### src/rtl/openhmc_axis_protocol_monitor.sv
// Multi-channel AXI4-Stream protocol monitor: stall stability, valid drops, stall timeouts, statistics.
// Optional macro AXIS_MON_DATA_CHECK_EN builds the TDATA snapshot and DATA_CHG comparator.
module openhmc_axis_protocol_monitor #(
   parameter int NUM_CH            = 2,
   parameter int CH_SEL_W          = 1,
   parameter int DWIDTH            = 512,
   parameter int UWIDTH            = 64,
   parameter int STALL_TIMEOUT_LOG = 10,
   parameter int CNT_W             = 32,
   parameter int STALL_W           = 16
) (
   input  logic                     clk_hmc,
   input  logic                     res_n_hmc,
   input  logic [NUM_CH-1:0]        mon_tvalid,
   input  logic [NUM_CH-1:0]        mon_tready,
   input  logic [NUM_CH*DWIDTH-1:0] mon_tdata,
   input  logic [NUM_CH*UWIDTH-1:0] mon_tuser,
   input  logic                     clear,
   input  logic [CH_SEL_W-1:0]      ch_sel,
   output logic [NUM_CH*4-1:0]      err_flags,
   output logic                     err_pulse,
   output logic [CNT_W-1:0]         sel_beat_cnt,
   output logic [CNT_W-1:0]         sel_err_cnt,
   output logic [STALL_W-1:0]       sel_max_stall
);

   typedef enum logic [1:0] {IDLE, STALLED, TIMEOUT} state_t;

   // Zero when the threshold cannot be reached by a saturating STALL_W counter.
   localparam logic [STALL_W:0] THRESH =
      (STALL_TIMEOUT_LOG < STALL_W) ? ((STALL_W+1)'(1) << STALL_TIMEOUT_LOG) : '0;

   logic [NUM_CH-1:0]         det_bus;
   logic [NUM_CH*CNT_W-1:0]   beat_bus;
   logic [NUM_CH*CNT_W-1:0]   err_bus;
   logic [NUM_CH*STALL_W-1:0] max_bus;

`ifndef AXIS_MON_DATA_CHECK_EN
   logic unused_tdata;
   assign unused_tdata = ^mon_tdata;
`endif

   for (genvar gi = 0; gi < NUM_CH; gi++) begin : g_ch
      state_t             state_reg, state_next;
      logic [STALL_W-1:0] stall_cnt_reg, stall_cnt_next, stall_cnt_inc;
      logic [STALL_W-1:0] max_stall_reg, max_stall_next, max_base;
      logic [UWIDTH-1:0]  snap_user_reg;
      logic [CNT_W-1:0]   beat_cnt_reg, beat_cnt_next, beat_base;
      logic [CNT_W-1:0]   err_cnt_reg, err_cnt_next, err_base;
      logic [3:0]         flags_reg, flags_next, raise;
      logic               valid, ready, stalled, beat_inc, stall_end, data_chg;
      logic [UWIDTH-1:0]  user;

      assign valid   = mon_tvalid[gi];
      assign ready   = mon_tready[gi];
      assign user    = mon_tuser[gi*UWIDTH +: UWIDTH];
      assign stalled = (state_reg != IDLE);

`ifdef AXIS_MON_DATA_CHECK_EN
      logic [DWIDTH-1:0] data, snap_data_reg;
      assign data     = mon_tdata[gi*DWIDTH +: DWIDTH];
      assign data_chg = stalled && valid && (data != snap_data_reg);

      always_ff @(posedge clk_hmc) begin
         if (!res_n_hmc)
            snap_data_reg <= '0;
         else if (state_reg == IDLE && valid && !ready)
            snap_data_reg <= data;
      end
`else
      assign data_chg = 1'b0;
`endif

      always_comb begin
         state_next     = state_reg;
         stall_cnt_next = stall_cnt_reg;
         stall_cnt_inc  = (stall_cnt_reg == '1) ? stall_cnt_reg : stall_cnt_reg + 1'b1;
         beat_inc       = 1'b0;
         stall_end      = 1'b0;
         raise          = 4'b0000;
         raise[1]       = data_chg;
         raise[2]       = stalled && valid && (user != snap_user_reg);
         case (state_reg)
            IDLE: begin
               if (valid && ready) begin
                  beat_inc = 1'b1;
               end else if (valid) begin
                  state_next     = STALLED;
                  stall_cnt_next = STALL_W'(1);
               end
            end
            default: begin
               if (valid && ready) begin
                  beat_inc       = 1'b1;
                  stall_end      = 1'b1;
                  state_next     = IDLE;
                  stall_cnt_next = '0;
               end else if (!valid) begin
                  raise[0]       = 1'b1;
                  stall_end      = 1'b1;
                  state_next     = IDLE;
                  stall_cnt_next = '0;
               end else begin
                  stall_cnt_next = stall_cnt_inc;
               end
            end
         endcase
         // TIMEOUT state is sticky until the stall ends, so the flag fires once per stall.
         if (state_next == STALLED && {1'b0, stall_cnt_next} == THRESH) begin
            raise[3]   = 1'b1;
            state_next = TIMEOUT;
         end

         beat_base      = clear ? '0 : beat_cnt_reg;
         err_base       = clear ? '0 : err_cnt_reg;
         max_base       = clear ? '0 : max_stall_reg;
         beat_cnt_next  = beat_base + CNT_W'(beat_inc);
         err_cnt_next   = ((|raise) && (err_base != '1)) ? err_base + 1'b1 : err_base;
         flags_next     = (clear ? 4'b0000 : flags_reg) | raise;
         max_stall_next = (stall_end && stall_cnt_reg > max_base) ? stall_cnt_reg : max_base;
      end

      always_ff @(posedge clk_hmc) begin
         if (!res_n_hmc) begin
            state_reg     <= IDLE;
            stall_cnt_reg <= '0;
            snap_user_reg <= '0;
            beat_cnt_reg  <= '0;
            err_cnt_reg   <= '0;
            max_stall_reg <= '0;
            flags_reg     <= '0;
         end else begin
            state_reg     <= state_next;
            stall_cnt_reg <= stall_cnt_next;
            if (state_reg == IDLE && valid && !ready)
               snap_user_reg <= user;
            beat_cnt_reg  <= beat_cnt_next;
            err_cnt_reg   <= err_cnt_next;
            max_stall_reg <= max_stall_next;
            flags_reg     <= flags_next;
         end
      end

      assign det_bus[gi]                       = |raise;
      assign err_flags[gi*4 +: 4]              = flags_reg;
      assign beat_bus[gi*CNT_W +: CNT_W]       = beat_cnt_reg;
      assign err_bus[gi*CNT_W +: CNT_W]        = err_cnt_reg;
      assign max_bus[gi*STALL_W +: STALL_W]    = max_stall_reg;
   end

   logic [CNT_W-1:0]   sel_beat_next, sel_err_next;
   logic [STALL_W-1:0] sel_max_next;

   always_comb begin
      sel_beat_next = '0;
      sel_err_next  = '0;
      sel_max_next  = '0;
      for (int c = 0; c < NUM_CH; c++) begin
         if (ch_sel == CH_SEL_W'(c)) begin
            sel_beat_next = beat_bus[c*CNT_W +: CNT_W];
            sel_err_next  = err_bus[c*CNT_W +: CNT_W];
            sel_max_next  = max_bus[c*STALL_W +: STALL_W];
         end
      end
   end

   always_ff @(posedge clk_hmc) begin
      if (!res_n_hmc) begin
         err_pulse     <= 1'b0;
         sel_beat_cnt  <= '0;
         sel_err_cnt   <= '0;
         sel_max_stall <= '0;
      end else begin
         err_pulse     <= |det_bus;
         sel_beat_cnt  <= sel_beat_next;
         sel_err_cnt   <= sel_err_next;
         sel_max_stall <= sel_max_next;
      end
   end

endmodule

### config.mk
export PLATFORM = sky130hd
export DESIGN_NAME = openhmc_axis_protocol_monitor
export DESIGN_NICKNAME = d
export VERILOG_FILES = /design/src/rtl/openhmc_axis_protocol_monitor.sv
export SDC_FILE = /design/constraint.sdc
export NUM_CORES = 1
export LEC_CHECK = 0
export ABC_CLOCK_PERIOD_IN_PS = 4800
export CAP_MARGIN = 40
export CORE_AREA = 2 2 492 494
export CTS_CLUSTER_SIZE = 8
export DETAILED_ROUTE_END_ITERATION = 8
export DIE_AREA = 0 0 494 496
export GPL_TIMING_DRIVEN = 0
export PLACE_DENSITY = 0.39
export SLEW_MARGIN = 20
export SYNTH_ARGS = -nofsm -noshare
export SYNTH_HDL_FRONTEND = slang
export SYNTH_SLANG_ARGS = --single-unit
### constraint.sdc
create_clock -name clk_hmc -period 4.8 [get_ports clk_hmc]
set_input_delay 1.44 -clock clk_hmc [delete_from_list [all_inputs] [get_ports clk_hmc]]
set_output_delay 1.44 -clock clk_hmc [all_outputs]
set_load 0.01 [all_outputs]
-- Word level (Yosys, flattened, before mapping)
Cells that the tools add are included.
- mux-type cells: 53
- equality and inequality tests: 10
- divide/modulo/power cells: 0
- reductions and logical operators: 27
- bitwise gates (word level): 3
- add/sub/neg operators: 6
- magnitude comparators: 2
- shift-type cells: 0
- multiply operators: 0
- operators with widths (cell ; count):
    $mux W16 ; 17
    $mux W32 ; 8
    $ne A64 B64 Y1 ; 2
    $add A32 B1 Y32 ; 2
    $add A32 B1 Y32 const B ; 2
    $ne A32 B32 Y1 const B ; 2
    $add A16 B1 Y16 const B ; 2
    $eq A16 B11 Y1 const B ; 2
    $eq A16 B16 Y1 const B ; 2
    $gt A16 B16 Y1 ; 2
    $mux W2 ; 12
    $logic_and A1 B1 Y1 ; 16
    $mux W1 ; 14
    $mux W4 ; 2
    $or A4 B4 Y4 ; 2
    $reduce_or A3 Y1 ; 2
    $reduce_or A6 Y1 ; 1
    $eq A2 B1 Y1 const B ; 2
    $logic_not A2 Y1 ; 2
    $reduce_bool A2 Y1 ; 2
    $reduce_or A2 Y1 ; 2
    $logic_not A1 Y1 ; 2
    $not A1 Y1 ; 1
- bits of input ports: 1160
- bits in read-only memories: 0
- latch bits: 0
- memories kept: 0
- memory bits (writable): 0
- flip-flop bits (word level): 413

-- Longest topological paths before layout
Gate-level depths: netlist (run 1).
- word-level depth: 11
- mapped depth: 17
- gate-level depth less buffers: 12

-- Worst setup path before layout (run 1)
OpenSTA, ideal clock, no wires.
- kind: input port to flip-flop
- start point: input port clear
- end point: register g_ch[1].max_stall_reg[10]
- setup time: 0.074 ns
- stages on the path: 17
- path slack: -0.103 ns
- data required time: 4.726 ns
- arrival time: 4.829 ns
- cell sequence: clkbuf_1 inv_1 clkbuf_1 clkbuf_1 buf_1 nand2_1 ha_1 nor2b_1 o21ai_0 nand2b_1 a21oi_1 o21ai_0 nand3_1 a211oi_1 o21ai_1 clkbuf_1 mux2i_1
- cells in the longest elaborated chain, start to end: 4
- ends and longest elaborated chain (what ; RTL line ; text):
    start: declaration ; 18 ; input logic clear,
    $mux W16 (*) ; 116 ; max_base = clear ? '0 : max_stall_reg;
    $gt A16 B16 Y1 ; 120 ; max_stall_next = (stall_end && stall_cnt_reg > max_base) ? stall_cnt_reg : max_base;
    $logic_and A1 B1 Y1 ; 120 ;
    $mux W16 (*) ; 120 ;
    end signal: assignment ; 139 ; max_stall_reg <= max_stall_next;
    end: declaration ; 46 ; logic [STALL_W-1:0] max_stall_reg, max_stall_next, max_base;
Every way passes the cells marked *; elsewhere a longest branch is shown, timed or not.
A chain may end at the register's enable or synchronous reset.

-- Worst setup path after layout (run 1)
- start point: input port clear
- end point: register g_ch[1].err_cnt_reg[29]
- cells in the longest elaborated chain, start to end: 4
- elaborated cells between the ends (all ways): 5
- classes of those cells: add/sub: 1; eq/ne: 1; mux: 2; reduce/logical: 1
- ends and longest elaborated chain (what ; RTL line ; text):
    $mux W32 (*) ; 115 ; err_base = clear ? '0 : err_cnt_reg;
    parallel branches: the longest is 2 deep, another holds $add A32 B1 Y32 ; -- ;
    $mux W32 (*) ; 118 ; err_cnt_next = ((|raise) && (err_base != '1)) ? err_base + 1'b1 : err_base;
    end signal: assignment ; 138 ; err_cnt_reg <= err_cnt_next;
    end: declaration ; 49 ; logic [CNT_W-1:0] err_cnt_reg, err_cnt_next, err_base;
Mark *: on every way between the ends.

==> results of run 1 <==
where the power goes:
group	switching [mW]	internal, mW	total (mW)
Sequential	0.0367	3.47	3.51
Combinational	0.398	0.250	0.648
Clock	1.72	2.34	4.05
final cells by class:
| type | count | area share |
|---|---|---|
| Antenna cell | 3 | 0.0002714 |
| Buffer | 130 | 0.01972 |
| Clock buffer | 69 | 0.05694 |
| Clock inverter | 8 | 0.005065 |
| Inverter | 23 | 0.003256 |
| Multi-Input combinational cell | 1781 | 0.3837 |
| Sequential cell | 411 | 0.2974 |
| Tap cell | 3185 | 0.1440 |
| Timing Repair Buffer | 246 | 0.08955 |
cells in the final DEF, fill, tap and decap left out, types with 6 or more instances in the layout:
master,netlist,final
a21o_1,7,7
a21oi_1,186,186
and2_1,17,17
and3_1,29,28
and4_1,11,11
buf_1,11,6
buf_2,9,13
buf_4,3,11
buf_6,1,17
clkbuf_1,108,96
clkbuf_16,0,60
clkbuf_2,0,17
clkdlybuf4s50_1,0,219
dfxtp_1,411,411
ha_1,40,40
inv_1,23,22
mux2i_1,129,129
nand2_1,460,460
nand2b_1,8,8
nand3_1,62,62
nand4_1,56,56
nor2_1,244,242
nor2b_1,33,33
nor3_1,33,33
nor3b_1,10,10
nor4_1,65,61
o21ai_0,33,33
o31ai_1,8,8
or2_2,8,8
or3_1,24,24
or4_1,14,14
xnor2_1,62,62
xor2_1,167,167
worst paths after layout:
check	to	depth (start not counted)
worst max register to register	g_ch[1].err_cnt_reg[29]	11
worst min register to register	g_ch[1].snap_user_reg[22]	2
worst max-delay path	g_ch[1].err_cnt_reg[29]	15
worst min-delay path	g_ch[1].snap_user_reg[22]	2
Yosys cell counts (5+ instances only):
library cell  count  share of area
nand2_1         460          0.089
dfxtp_1         411           0.42
nor2_1          244          0.047
a21oi_1         186          0.048
xor2_1          167          0.075
mux2i_1         129          0.067
clkbuf_1        108          0.021
nor4_1           65          0.021
nand3_1          62          0.016
xnor2_1          62          0.028
nand4_1          56          0.018
ha_1             40          0.026
nor2b_1          33          0.011
nor3_1           33         0.0085
o21ai_0          33         0.0085
and3_1           29         0.0094
or3_1            24         0.0077
inv_1            23         0.0045
and2_1           17         0.0055
or4_1            14         0.0054
and4_1           11         0.0050
buf_1            11         0.0021
nor3b_1          10         0.0039
buf_2             9         0.0023
nand2b_1          8         0.0026
o31ai_1           8         0.0031
or2_2             8         0.0026
a21o_1            7         0.0027
a31oi_1           5         0.0016
logic make-up (layout without fill, tap and decap cells):
kind of cell / count (synthesis) / in the layout / synth area share
compound gates: 287 / 287 / 0.08458
xor+xnor: 229 / 229 / 0.1035
fa+ha+maj: 40 / 40 / 0.02582
buf+inv: 155 / 476 / 0.03157
flops: 411 / 411 / 0.4246
mux: 130 / 130 / 0.06721
other cells: 1 / 5 / 0.0001935
simple gates: 1093 / 1093 / 0.2626
metrics by stage:
step	total power, mW	hold slack, ps	setup WS [ps]	area, um2
floorplan	3.862	446.1	43.20	19390
global placement	4.219	453.6	-2256	25570
detailed placement	4.239	458.1	-2094	25840
CTS	8.426	465.8	11.09	27590
global route	8.575	478.6	8.485	27660
finish	8.210	462.5	218.7	27670
critical path: stages:
cell      delay (ps)
clkbuf_2         350
buf_4            320
clkbuf_2         370
clkbuf_2         350
nor2b_1          110
ha_1             220
and3_1           200
and3_2           270
nand3_1          150
nor2_4           100
or2_1            250
clkbuf_2         230
clkbuf_2         280
o311ai_1         320
o41ai_1          110
timing repair:
item                                    CTS  global route
buffers inserted                          0             3
gates resized for setup                  18             8
endpoints found under the setup margin  122            40
routing by layer:
layer  GRT usage  up-vias
li1            -     8621
met1     0.08076     8284
met2      0.1093      457
met3     0.02340      146
met4     0.02206       24
met5           0        -
==> results.yml, run 1 <==
finish:
  fin_nets: 3853
  largest_reg_flops: 128
  n_fill_cell: 27752
  stdcell_count: 5856
  multi_input_area_mm2: 0.01062
  fin_util: 0.1155
  syn2layout_area_growth_pct: 42.75
  final-seq-area_mm2: 0.008228
  drive_gt1_frac: 0.06184
synth:
  yosysWarnings: 0
  synth_edf_count: 0
  yosysSeqAreaShare: 0.4246
  synth-seq-cells: 411
  synth_cell_type_count: 72
  synthFlopType: "dfxtp_1"
  synthArstFlopShare: 0
  avgSynthCellArea_um2: 8.261
  syn_inst: 2346
  syn_area_mm2: 0.01938
sta:
  maxSlewHeadroom: 0.4158
  setup_viol: 0
  fin_crit_sh: 0.9544
  finalSetupTns_ps: 0
  slew_violations: 0
  worst_pin_slew_ps: 868.2
  rsz0062_at_grt: "no"
  max_freq_mhz: 218.3
  period_minus_slack_ps: 4581
  skew_ps: 45.61
  hold_viol: 0
route:
  drc: 0
  antenna_left: 0
  wire_per_inst_um: 14.43
  vias: 17532
  dr.max_layer_used: "met5"
  wirelength_um: 84480
  firstDrtPassIters: 5
  avgViaCountPerCell: 2.994
  met3_length_um: 6623
  met1_length_um: 36260
  drt_iter0_drc: 1040
  route.met2.wl_um: 38610
cts:
  clk_pin_slew_ps: 60
  ctsHtreeMaxLevel: 2
  numCtsBuffers: 60
  ctsHoldBuffers: 0
  cts_buffer_depth: 3
  cts.sinks: 411
  cts_tree: "built"
  clk-insertion-delay-late_ps: 680
  root_buffer: "clkbuf_16"
global_routing:
  grt_max_degree: 20
  grt_pass1_wl_um: 120500
  gr-total-overflow: 0
  grt_usage: 0.06666
  antenna_found_initial: 15
  grt_pass1_vias: 17472
hold_path:
  hp-start: "g_ch[1].snap_user_reg[22]"
  hold_path.class: "reg -> reg"
die:
  die-area_mm2: 0.2450
  initial_utilization: 0.08087
  rows: 180
  ios: 1249
  dieHeight_um: 496
  core_mm2: 0.2396
  chipWidth_um: 494
worst_setup_path:
  required_ps: 5340
  r2r_slack_ps: 610
  crit_arrival_ps: 5120
  start_kind: "input port"
  critPathCaptureType: "register"
  startpoint: "clear"
  worst_r2r_startpoint: "g_ch[1].stall_cnt_reg[1]"
  criticalPathCategory: "in -> reg"
  crit_fanout: 10
power_and_ir_drop:
  peakVddDrop_uv: 277.4
  leakage_nw: 9.229
  p_per_area_mw_per_mm2: 296.7
placed_design:
  dp.cells: 5772
  numPortBuffers: 219
  hpwlAfterDp_um: 66330
  gp_congestion: 0.7932
status:
  outcome: "completed"
run:
  cap_viol_max_count: 0
(Power assumes the default switching activity.)
==> inputs of run 2 (changes only) <==
- CAP_MARGIN: 40 -> 25
==> results.yml, run 2 (synthesized netlist as in run 1, its figures left out) <==
route:
  wirelength_um: 84030
  drc: 0
  wire_per_inst_um: 14.41
  firstDrtPassIters: 5
  vias: 17455
  drt_iter0_drc: 948
  avgViaCountPerCell: 2.993
  antenna_left: 0
global_routing:
  grt_use_met2: 0.1106
  grt_usage: 0.06656
  grt_pass1_wl_um: 120200
  grtUsageMet1: 0.08205
  grt_use_met3: 0.02065
  antenna_found_initial: 12
  top_usage_layer: "met2"
  grt_pass1_vias: 17338
  gr-total-overflow: 0
  grt_max_degree: 20
cts:
  cts_tree: "built"
  ctsHtreeMaxLevel: 2
  root_buffer: "clkbuf_16"
  clk-insertion-delay-late_ps: 690
  clk_pin_slew_ps: 50
  cts.sinks: 411
  numCtsBuffers: 59
  cts_buffer_depth: 3
sta:
  worst_pin_slew_ps: 1050
  skew_ps: 55.17
  max_freq_mhz: 217.2
  slew_violations: 0
  finalSetupTns_ps: 0
  maxSlewHeadroom: 0.2998
  setup_viol: 0
  fin_crit_sh: 0.9590
  hold_viol: 0
  rsz0062_at_grt: "no"
  period_minus_slack_ps: 4603
finish:
  drive_gt1_frac: 0.05482
  stdcell_count: 5832
  layout_commonest_cell: "nand2_1"
  fin_nets: 3834
  largest_reg_flops: 128
  final_cell_mix: "460 x nand2_1, 411 x dfxtp_1, 242 x nor2_1, 219 x clkdlybuf4s50_1, 186 x a21oi_1"
  syn2layout_area_growth_pct: 41.52
die:
  die-area_mm2: 0.2450
  rows: 180
  dieHeight_um: 496
  chipWidth_um: 494
  core_mm2: 0.2396
  initial_utilization: 0.08087
  ios: 1249
placed_design:
  numPortBuffers: 219
  dp.cells: 5755
  hpwlAfterDp_um: 65870
  gp_congestion: 0.7932
run:
  cap_viol_max_count: 0
status:
  outcome: "completed"
hold_path:
  hold_path.class: "reg -> reg"
power_and_ir_drop:
  p_per_area_mw_per_mm2: 295.0
  power_frac_comb: 0.078
  peakVddDrop_uv: 288.8
  power_switching_mw: 2.119
  seq_power_share: 0.434
  internal_power_mw: 5.973
  switching_share: 0.2618
  p_total_mw: 8.092
  power_frac_clock: 0.488
  leakage_nw: 9.093
worst_setup_path:
  criticalPathCategory: "in -> reg"
  start_kind: "input port"
  crit_arrival_ps: 5180
  required_ps: 5380
  crit_fanout: 10
  critPathCaptureType: "register"
-- run 2: cell count changes in the layout (fill, tap and decap cells not counted), sizes merged --
cell / before / now
buf: 49 / 32
diode: 3 / 2
clkbuf: 177 / 172
clkinv: 7 / 6
-- run 2: routing by layer --
metal | wire (um) | vias to the layer above
li1 | - | 8581
met3 | 6050 | 127
met4 | 2228 | 20
met5 | 134 | -
met2 | 39340 | 419
met1 | 36280 | 8308
-- run 2: power by group through the flow --
stage	registers [mW]	clock network, mW	logic [mW]
CTS	3.51	4.14	0.648
global route	3.51	4.25	0.696
detailed placement	3.58	0	0.646
global placement	3.58	0	0.642
floorplan	3.57	0	0.290
finish	3.51	3.95	0.634
-- run 2: final timing paths --
kind,start,endpoint,slack (ps),cells past startpoint
min reg2reg,g_ch[1].snap_user_reg[22],g_ch[1].snap_user_reg[22],460,2
max reg2reg,g_ch[1].stall_cnt_reg[1],g_ch[1].err_cnt_reg[17],560,11
max,clear,g_ch[1].err_cnt_reg[17],200,15
min,g_ch[1].snap_user_reg[22],g_ch[1].snap_user_reg[22],460,2
-- run 2: critical path, stage by stage --
cell      delay [ps]
clkbuf_2         280
clkbuf_4         340
clkbuf_4         280
clkbuf_2         270
nor2b_1          200
ha_1             190
and3_1           190
and3_1           380
nand3_1          190
nor2_4           310
or2_1            190
clkbuf_2         270
clkbuf_2         340
o31ai_1          130
a21oi_1          160
-- run 2: layout make-up --
| type | instances | area (um2) |
|---|---|---|
| fill | 27765 | 212200 |
| multi-input combinational | 1781 | 10630 |
| sequential | 411 | 8228 |
| tap | 3185 | 3985 |
| timing repair buffer | 228 | 2285 |
| clock buffer | 65 | 1519 |
| buffer | 130 | 548.0 |
| clock inverter | 7 | 135.1 |
| inverter | 23 | 90.09 |
| antenna | 2 | 5.005 |
-- run 2: stage by stage --
step	cell area [um2]	util	hold slack (ps)	setup WS, ps
5_1_grt	27420	0.1144	479.8	11.79
2_1_floorplan	19390	-	446.1	43.20
3_3_place_gp	25570	0.1067	453.6	-2256
4_1_cts	27360	0.1142	465.9	0.2451
3_5_place_dp	25650	0.1071	458.3	-2165
6_report	27430	0.1145	463.0	196.6
-- run 2: repair_timing --
item                       in CTS  in global routing
pin swaps                       0                  0
setup buffers                   0                  3
gates resized for setup        19                 12
hold buffers                    0                  0
setup endpoints to repair     122                 57
